### config.mk
export PLATFORM = sky130hd
export DESIGN_NAME = draw_sequencer
export DESIGN_NICKNAME = d
export VERILOG_FILES = /design/src/rtl/vdp_pkg.sv /design/src/rtl/draw_sequencer.sv
export SDC_FILE = /design/constraint.sdc
export NUM_CORES = 1
export LEC_CHECK = 0
export ABC_AREA = 1
export CORE_MARGIN = 3
export CORE_UTILIZATION = 30
export DETAILED_ROUTE_END_ITERATION = 8
export PLACE_DENSITY = 0.59
export SYNTH_ARGS = -nofsm -noshare
export SYNTH_HDL_FRONTEND = slang
export SYNTH_SLANG_ARGS = --single-unit
### constraint.sdc
create_clock -name clk_draw -period 3.3 [get_ports clk_draw]
set_input_delay 0.33 -clock clk_draw [delete_from_list [all_inputs] [get_ports clk_draw]]
set_output_delay 0.33 -clock clk_draw [all_outputs]
set_load 0.01 [all_outputs]
### src/rtl/vdp_pkg.sv
// Shared types and constants for the VDP draw front end.
package vdp_pkg;

    typedef enum logic [1:0] {
        ST_IDLE  = 2'd0,
        ST_FETCH = 2'd1,
        ST_DRAIN = 2'd2
    } draw_seq_state_t;

    localparam int LB_X_W      = 12;
    localparam int LB_X_STEP   = 8;
    localparam int DEF_FETCHES = 64;
    localparam int DEF_DRAIN   = 4;

endpackage

### src/rtl/draw_sequencer.sv
// Per-line tile fetch sequencer: issues a burst of fetch slots on each line
// pulse, waits for the pipeline to drain, and lends the BRAM port to the host while idle.
module draw_sequencer
    import vdp_pkg::*;
#(
    parameter int CORDW   = 11,
    parameter int FETCHES = DEF_FETCHES,
    parameter int DRAIN   = DEF_DRAIN
) (
    input  logic              clk_draw,
    input  logic              rst_draw,
    input  logic              line_start,
    input  logic              frame_start,
    input  logic [CORDW-1:0]  sy,
    input  logic [11:0]       scroll_x,
    input  logic              host_req,
    output logic              host_gnt,
    output logic              fetch_valid,
    output logic [4:0]        tile_map_x,
    output logic [4:0]        tile_map_y,
    output logic [2:0]        tile_row,
    output logic              tile_col,
    output logic [11:0]       lb_x,
    output logic              bufsel,
    output logic              pipe_flush,
    output logic              busy,
    output logic              line_done,
    output logic              overrun
);

    localparam int SLOT_W = $clog2(FETCHES) + 1;
    localparam int DRN_W  = $clog2(DRAIN) + 1;

    draw_seq_state_t     state_q, state_d;
    logic [SLOT_W-1:0]   slot_q, slot_d;
    logic [DRN_W-1:0]    drain_q, drain_d;
    logic [LB_X_W-1:0]   scroll_q, scroll_d;
    logic [LB_X_W-1:0]   lb_x_q, lb_x_d;
    logic                fetch_valid_q, fetch_valid_d;
    logic [4:0]          tile_map_x_q, tile_map_x_d;
    logic [4:0]          tile_map_y_q, tile_map_y_d;
    logic [2:0]          tile_row_q, tile_row_d;
    logic                tile_col_q, tile_col_d;
    logic                bufsel_q, bufsel_d;
    logic                pipe_flush_q, pipe_flush_d;
    logic                busy_q, busy_d;
    logic                line_done_q, line_done_d;
    logic                overrun_q, overrun_d;

    logic unused_sy_hi;
    assign unused_sy_hi = ^sy[CORDW-1:9];

    always_comb begin
        state_d       = state_q;
        slot_d        = slot_q;
        drain_d       = drain_q;
        lb_x_d        = lb_x_q;
        fetch_valid_d = fetch_valid_q;
        tile_map_x_d  = tile_map_x_q;
        tile_map_y_d  = tile_map_y_q;
        tile_row_d    = tile_row_q;
        tile_col_d    = tile_col_q;
        bufsel_d      = bufsel_q;
        pipe_flush_d  = 1'b0;
        line_done_d   = 1'b0;
        overrun_d     = 1'b0;
        // A scroll value arriving with the line pulse must already apply to that line.
        scroll_d      = frame_start ? scroll_x : scroll_q;

        case (state_q)
            ST_FETCH: begin
                if (slot_q == SLOT_W'(FETCHES - 1)) begin
                    state_d       = ST_DRAIN;
                    fetch_valid_d = 1'b0;
                    drain_d       = '0;
                end else begin
                    slot_d       = slot_q + 1'b1;
                    lb_x_d       = lb_x_q + LB_X_W'(LB_X_STEP);
                    tile_map_x_d = slot_d[5:1];
                    tile_col_d   = slot_d[0];
                end
            end
            ST_DRAIN: begin
                if (drain_q == DRN_W'(DRAIN - 1)) begin
                    state_d     = ST_IDLE;
                    line_done_d = 1'b1;
                end else begin
                    drain_d = drain_q + 1'b1;
                end
            end
            default: ;
        endcase

        // A line pulse always (re)starts the burst; mid-line it aborts the old one.
        if (line_start) begin
            overrun_d     = (state_q != ST_IDLE);
            line_done_d   = 1'b0;
            state_d       = ST_FETCH;
            slot_d        = '0;
            drain_d       = '0;
            lb_x_d        = scroll_d;
            fetch_valid_d = 1'b1;
            tile_map_x_d  = '0;
            tile_col_d    = 1'b0;
            tile_map_y_d  = sy[8:4];
            tile_row_d    = sy[3:1];
            bufsel_d      = sy[0];
            pipe_flush_d  = 1'b1;
        end

        busy_d = (state_d != ST_IDLE);
    end

    always_ff @(posedge clk_draw) begin
        if (rst_draw) begin
            state_q       <= ST_IDLE;
            slot_q        <= '0;
            drain_q       <= '0;
            scroll_q      <= '0;
            lb_x_q        <= '0;
            fetch_valid_q <= 1'b0;
            tile_map_x_q  <= '0;
            tile_map_y_q  <= '0;
            tile_row_q    <= '0;
            tile_col_q    <= 1'b0;
            bufsel_q      <= 1'b0;
            pipe_flush_q  <= 1'b0;
            busy_q        <= 1'b0;
            line_done_q   <= 1'b0;
            overrun_q     <= 1'b0;
        end else begin
            state_q       <= state_d;
            slot_q        <= slot_d;
            drain_q       <= drain_d;
            scroll_q      <= scroll_d;
            lb_x_q        <= lb_x_d;
            fetch_valid_q <= fetch_valid_d;
            tile_map_x_q  <= tile_map_x_d;
            tile_map_y_q  <= tile_map_y_d;
            tile_row_q    <= tile_row_d;
            tile_col_q    <= tile_col_d;
            bufsel_q      <= bufsel_d;
            pipe_flush_q  <= pipe_flush_d;
            busy_q        <= busy_d;
            line_done_q   <= line_done_d;
            overrun_q     <= overrun_d;
        end
    end

    assign host_gnt    = host_req && (state_q == ST_IDLE) && !line_start;
    assign fetch_valid = fetch_valid_q;
    assign tile_map_x  = tile_map_x_q;
    assign tile_map_y  = tile_map_y_q;
    assign tile_row    = tile_row_q;
    assign tile_col    = tile_col_q;
    assign lb_x        = lb_x_q;
    assign bufsel      = bufsel_q;
    assign pipe_flush  = pipe_flush_q;
    assign busy        = busy_q;
    assign line_done   = line_done_q;
    assign overrun     = overrun_q;

endmodule

---- Yosys cells after proc, flatten, opt, wreduce, memory -nomap -nowiden ----
Cells that the tools add are included.
storage, ports and cells
  bits in registers ....................... 56
  output and inout port bits .............. 33
  logic and storage cells ................. 60
operators by class
  $add $sub $neg .......................... 3
  eq/ne operators ......................... 7
  multiplexer cells ....................... 16
  bitwise logic cells ..................... 3
  reductions and logical operators ........ 16
operators with widths
  kind                                            count
  2-to-1 mux 12 bit                               4
  adder 12 x 4 -> 12 bit (second input constant)  1
  nonzero test 2 bit                              5
  adder 7 x 1 -> 7 bit (second input constant)    1
  == test 7 x 6 -> 1 bit (second input constant)  1
  2-to-1 mux 2 bit                                3
  2-to-1 mux 3 bit                                2
  != test 2 bit (second input constant)           3
  one-hot mux 3 bit (2 select lines)              1
  AND reduction 2 bit                             3
  2-to-1 mux 1 bit                                5
  one-hot mux 2 bit (2 select lines)              1
  OR reduction 2 bit                              2
  adder 3 x 1 -> 3 bit (second input constant)    1
  == test 3 x 2 -> 1 bit (second input constant)  1
  inverter 1 bit                                  3
  AND reduction 3 bit                             1
  OR reduction 3 bit                              1
  == test 2 x 1 -> 1 bit (second input constant)  1
  == test 2 bit (second input constant)           1
  logical AND 1 bit                               2
  zero test 2 bit                                 1
  zero test 1 bit                                 1

---- Depth between registers and ports, before layout ----
  word-level depth ........................ 5
  depth in mapped cells ................... 11
  mapped depth without buffers ............ 10

---- Worst setup path before layout ----
No wires, ideal clock.
  kind .................................... register -> register
  start point ............................. reg slot_q[0]
  end point ............................... reg drain_q[1]
  library setup time ...................... 0.123 ns
  arrival ................................. 1.358 ns
  data required time ...................... 3.177 ns
  setup slack ............................. 1.818 ns
  stages on the path, launching flop included .. 10
  buffers on the path ..................... 1
  period minus slack after synthesis ...... 1.482 ns
  path through ............................ dfxtp_1 > ha_1 > inv_1 > nor2_2 > nand2_2 > nand2_4 > buf_12 > nand2_4 > a21oi_1 > nor3_2
between the ends
  longest elaborated chain between the ends .. 3
ends and longest elaborated chain
  item                                  line                   source
  from (decl)                           draw_sequencer.sv:35   logic [SLOT_W-1:0] slot_q, slot_d;
  from (signal assigned)                draw_sequencer.sv:133  slot_q <= slot_d;
  == test 7 x 6 -> 1 bit                draw_sequencer.sv:72   if (slot_q == SLOT_W'(FETCHES - 1)) begin
  != test 2 bit (no source line)        -
  AND reduction 3 bit (no source line)  -
  to (signal assigned)                  draw_sequencer.sv:134  drain_q <= drain_d;
  to (decl)                             draw_sequencer.sv:36   logic [DRN_W-1:0] drain_q, drain_d;
No other way between the ends.
A chain may end at the register's enable or synchronous reset.

---- Worst setup path after layout ----
  start point ............................. in line_start
  end point ............................... out host_gnt
between the ends
  longest elaborated chain between the ends .. 2
ends and longest elaborated chain
  item               line                   source
  from (decl)        draw_sequencer.sv:12   input logic line_start,
  zero test 1 bit    draw_sequencer.sv:150  assign host_gnt = host_req && (state_q == ST_IDLE) && !line_start;
  logical AND 1 bit  draw_sequencer.sv:150
  to (decl)          draw_sequencer.sv:17   output logic host_gnt,
No other way between the ends.

==> results_dict.tcl <==
set metrics [dict create \
    min_period_ns 2.074 \
    drc 0 \
    grt_usage 0.1291 \
    io-pin-count 61 \
    root_buffer "clkbuf_8" \
    grt_pass1_wl_mm 9.039 \
    synth_edf_count 0 \
    finalPower_mw 1.284 \
    cts_resized 0 \
    start_util 0.3126 \
    holdWs_ns 0.4561 \
    gp_congestion 0.7489 \
    syn_area_um2 2303 \
    area_delta_synth_final_pct 31.34 \
    syn_nets 331 \
    clkLatencyLatePin_ns 0.29 \
    slew_viol_final 0 \
    worstPathMaxFanout 11 \
    clkTransAtPathRegs_ns 0.08 \
    antenna_found_initial 0 \
    std_cell_rows 31 \
    power_density_nw_per_um2 424.3 \
    ir_drop_uv 191.1 \
    ys_async_sr_fraction 0 \
    synth-seq-cells 50 \
    die_h_um 93.63 \
    finalHoldViolations 0 \
    grt_max_degree 21 \
    ant_nets 0 \
    final_common_cell "nand2_1" \
    syn_area_per_cell_um2 7.782 \
    status "finished clean" \
    fin_nets 384 \
    placed_cells 441 \
    hpwl_mm 3.899 \
    grt-ovfl-total 0 \
    die_area_um2 8766 \
    p_leak_nw 1.291 \
    drive_gt1_frac 0.08309 \
    netlist_instances 296 \
    crit_path_end_kind "output pin" \
    fin_area_um2 3025 \
    setup_violations 0 \
    min_period_over_period 0.6285 \
    required_ns 2.97 \
    fill_cells 766 \
    die_w_um 93.63 \
    post-route-util 0.4105 \
    final_cell_mix "nand2_1, clkdlybuf4s50_1, dfxtp_1" \
    placed_cell_area_um2 2913 \
    holdBufCountCts 0 \
    clock.fmax_ghz 0.4821 \
    fin_tns_setup_ns 0 \
    ys_types 34 \
    first_pass_iters 4 \
    core_area_um2 7370 \
    worstPathArrival_ns 1.74 \
    ys_seq_area_frac 0.4345 \
    finalClockSkew_ns 0.005607 \
    cts.sinks 50 \
    relSlewSlack 0.6096 \
    numCtsBuffers 5 \
    ctsLongestPathBuffers 2 \
    antenna_cells 0 \
    yosysWarnings 0 \
    vias_per_cell 4.440 \
    cts_max_level 2 \
    grt_setup_unrepaired "no" \
    path_class "in -> out" \
    dr_total_vias 1989 \
    wirelength_mm 5.280 \
    instances_no_fill 448 \
    first_global_vias 1957 \
    tightest_slew_ns 0.5837 \
    hp-class "reg -> reg" \
    io_buffers 58 \
    detail_route.wl_per_cell_um 11.79 \
    worst_slack_ns 1.226 \
    startpoint_type "input pin" \
    ys.flop_type "dfxtp_1" \
    cap_violations 0 \
    pre_cts_slack_ns 1.051 \
    cts_tree "built" \
    drt_iter0_drc 89 \
    post-cts-setup-buffer-count 0 \
]
-- logic make-up after synthesis --
logic type      after synthesis  synth area share
compound gates               49            0.1287
fa+ha+maj                     7           0.03802
buf+inv                      51            0.1108
flops                        50            0.4345
mux                           4           0.01738
simple gates                135            0.2705
-- path summary, 6_finish.rpt --
check,startpoint,endpoint,slack (ns),cells after the start
setup / recovery,line_start,host_gnt,1.23,3
hold / removal,slot_q[6],slot_q[6],0.46,2
setup reg to reg,slot_q[0],busy,1.63,8
hold reg to reg,slot_q[6],slot_q[6],0.46,2
-- area by class of cell --
class	instances	area [um2]	share of cell area
repair buffers	61	603.1	0.1993
well taps	99	123.9	0.04094
flip-flops and latches	50	1001	0.3309
multi-input cells	195	1047	0.3462
clock buffers	6	82.58	0.02730
clock inverters	1	30.03	0.009926
inverters	36	137.6	0.04549
-- per-layer routing --
layer  track usage  vias up  wire length [um]
met4       0.03971        0                62
met2        0.2025       46              2293
met5             0        -                 0
li1              -     1047                 -
met3       0.05310        5               406
met1        0.1617      891              2517
-- sequential cells by signal, summed over array words and instances, names as in the netlist --
register / count
scroll_q: 12
tile_row: 3
fetch_valid: 1
busy: 1
tile_map_y: 5
slot_q: 7
pipe_flush: 1
overrun: 1
bufsel: 1
line_done: 1
state_q: 2
drain_q: 3
lb_x: 12
-- power by group --
group / switching (mW) / internal (mW)
logic: 0.0948 / 0.101
clock network: 0.190 / 0.243
registers: 0.0209 / 0.635
total: 0.306 / 0.978
-- worst max-delay path, cell delays in order --
cell and delay (ns):
clkdlybuf4s50_1 0.67, nor2_1 0.20, clkdlybuf4s50_1 0.55
-- synth_stat cells (2+ instances only) --
cell	count	area (um2)
a21oi_1	15	75.07
a22o_1	9	78.83
buf_2	3	15.01
buf_4	9	67.56
dfxtp_1	50	1001
ha_1	7	87.58
inv_1	33	123.9
inv_2	2	7.510
mux2i_1	4	40.04
nand2_1	60	225.2
nand2_4	3	33.78
nand3_1	16	80.08
nand3_2	2	20.02
nand3b_1	2	15.01
nand4_1	3	18.77
nor2_1	34	127.6
nor2_2	3	18.77
nor3_1	2	10.01
o21a_1	5	37.54
o21ai_0	16	80.08
o21ai_1	2	10.01
or2_2	4	25.02
(Power assumes the default switching activity.)
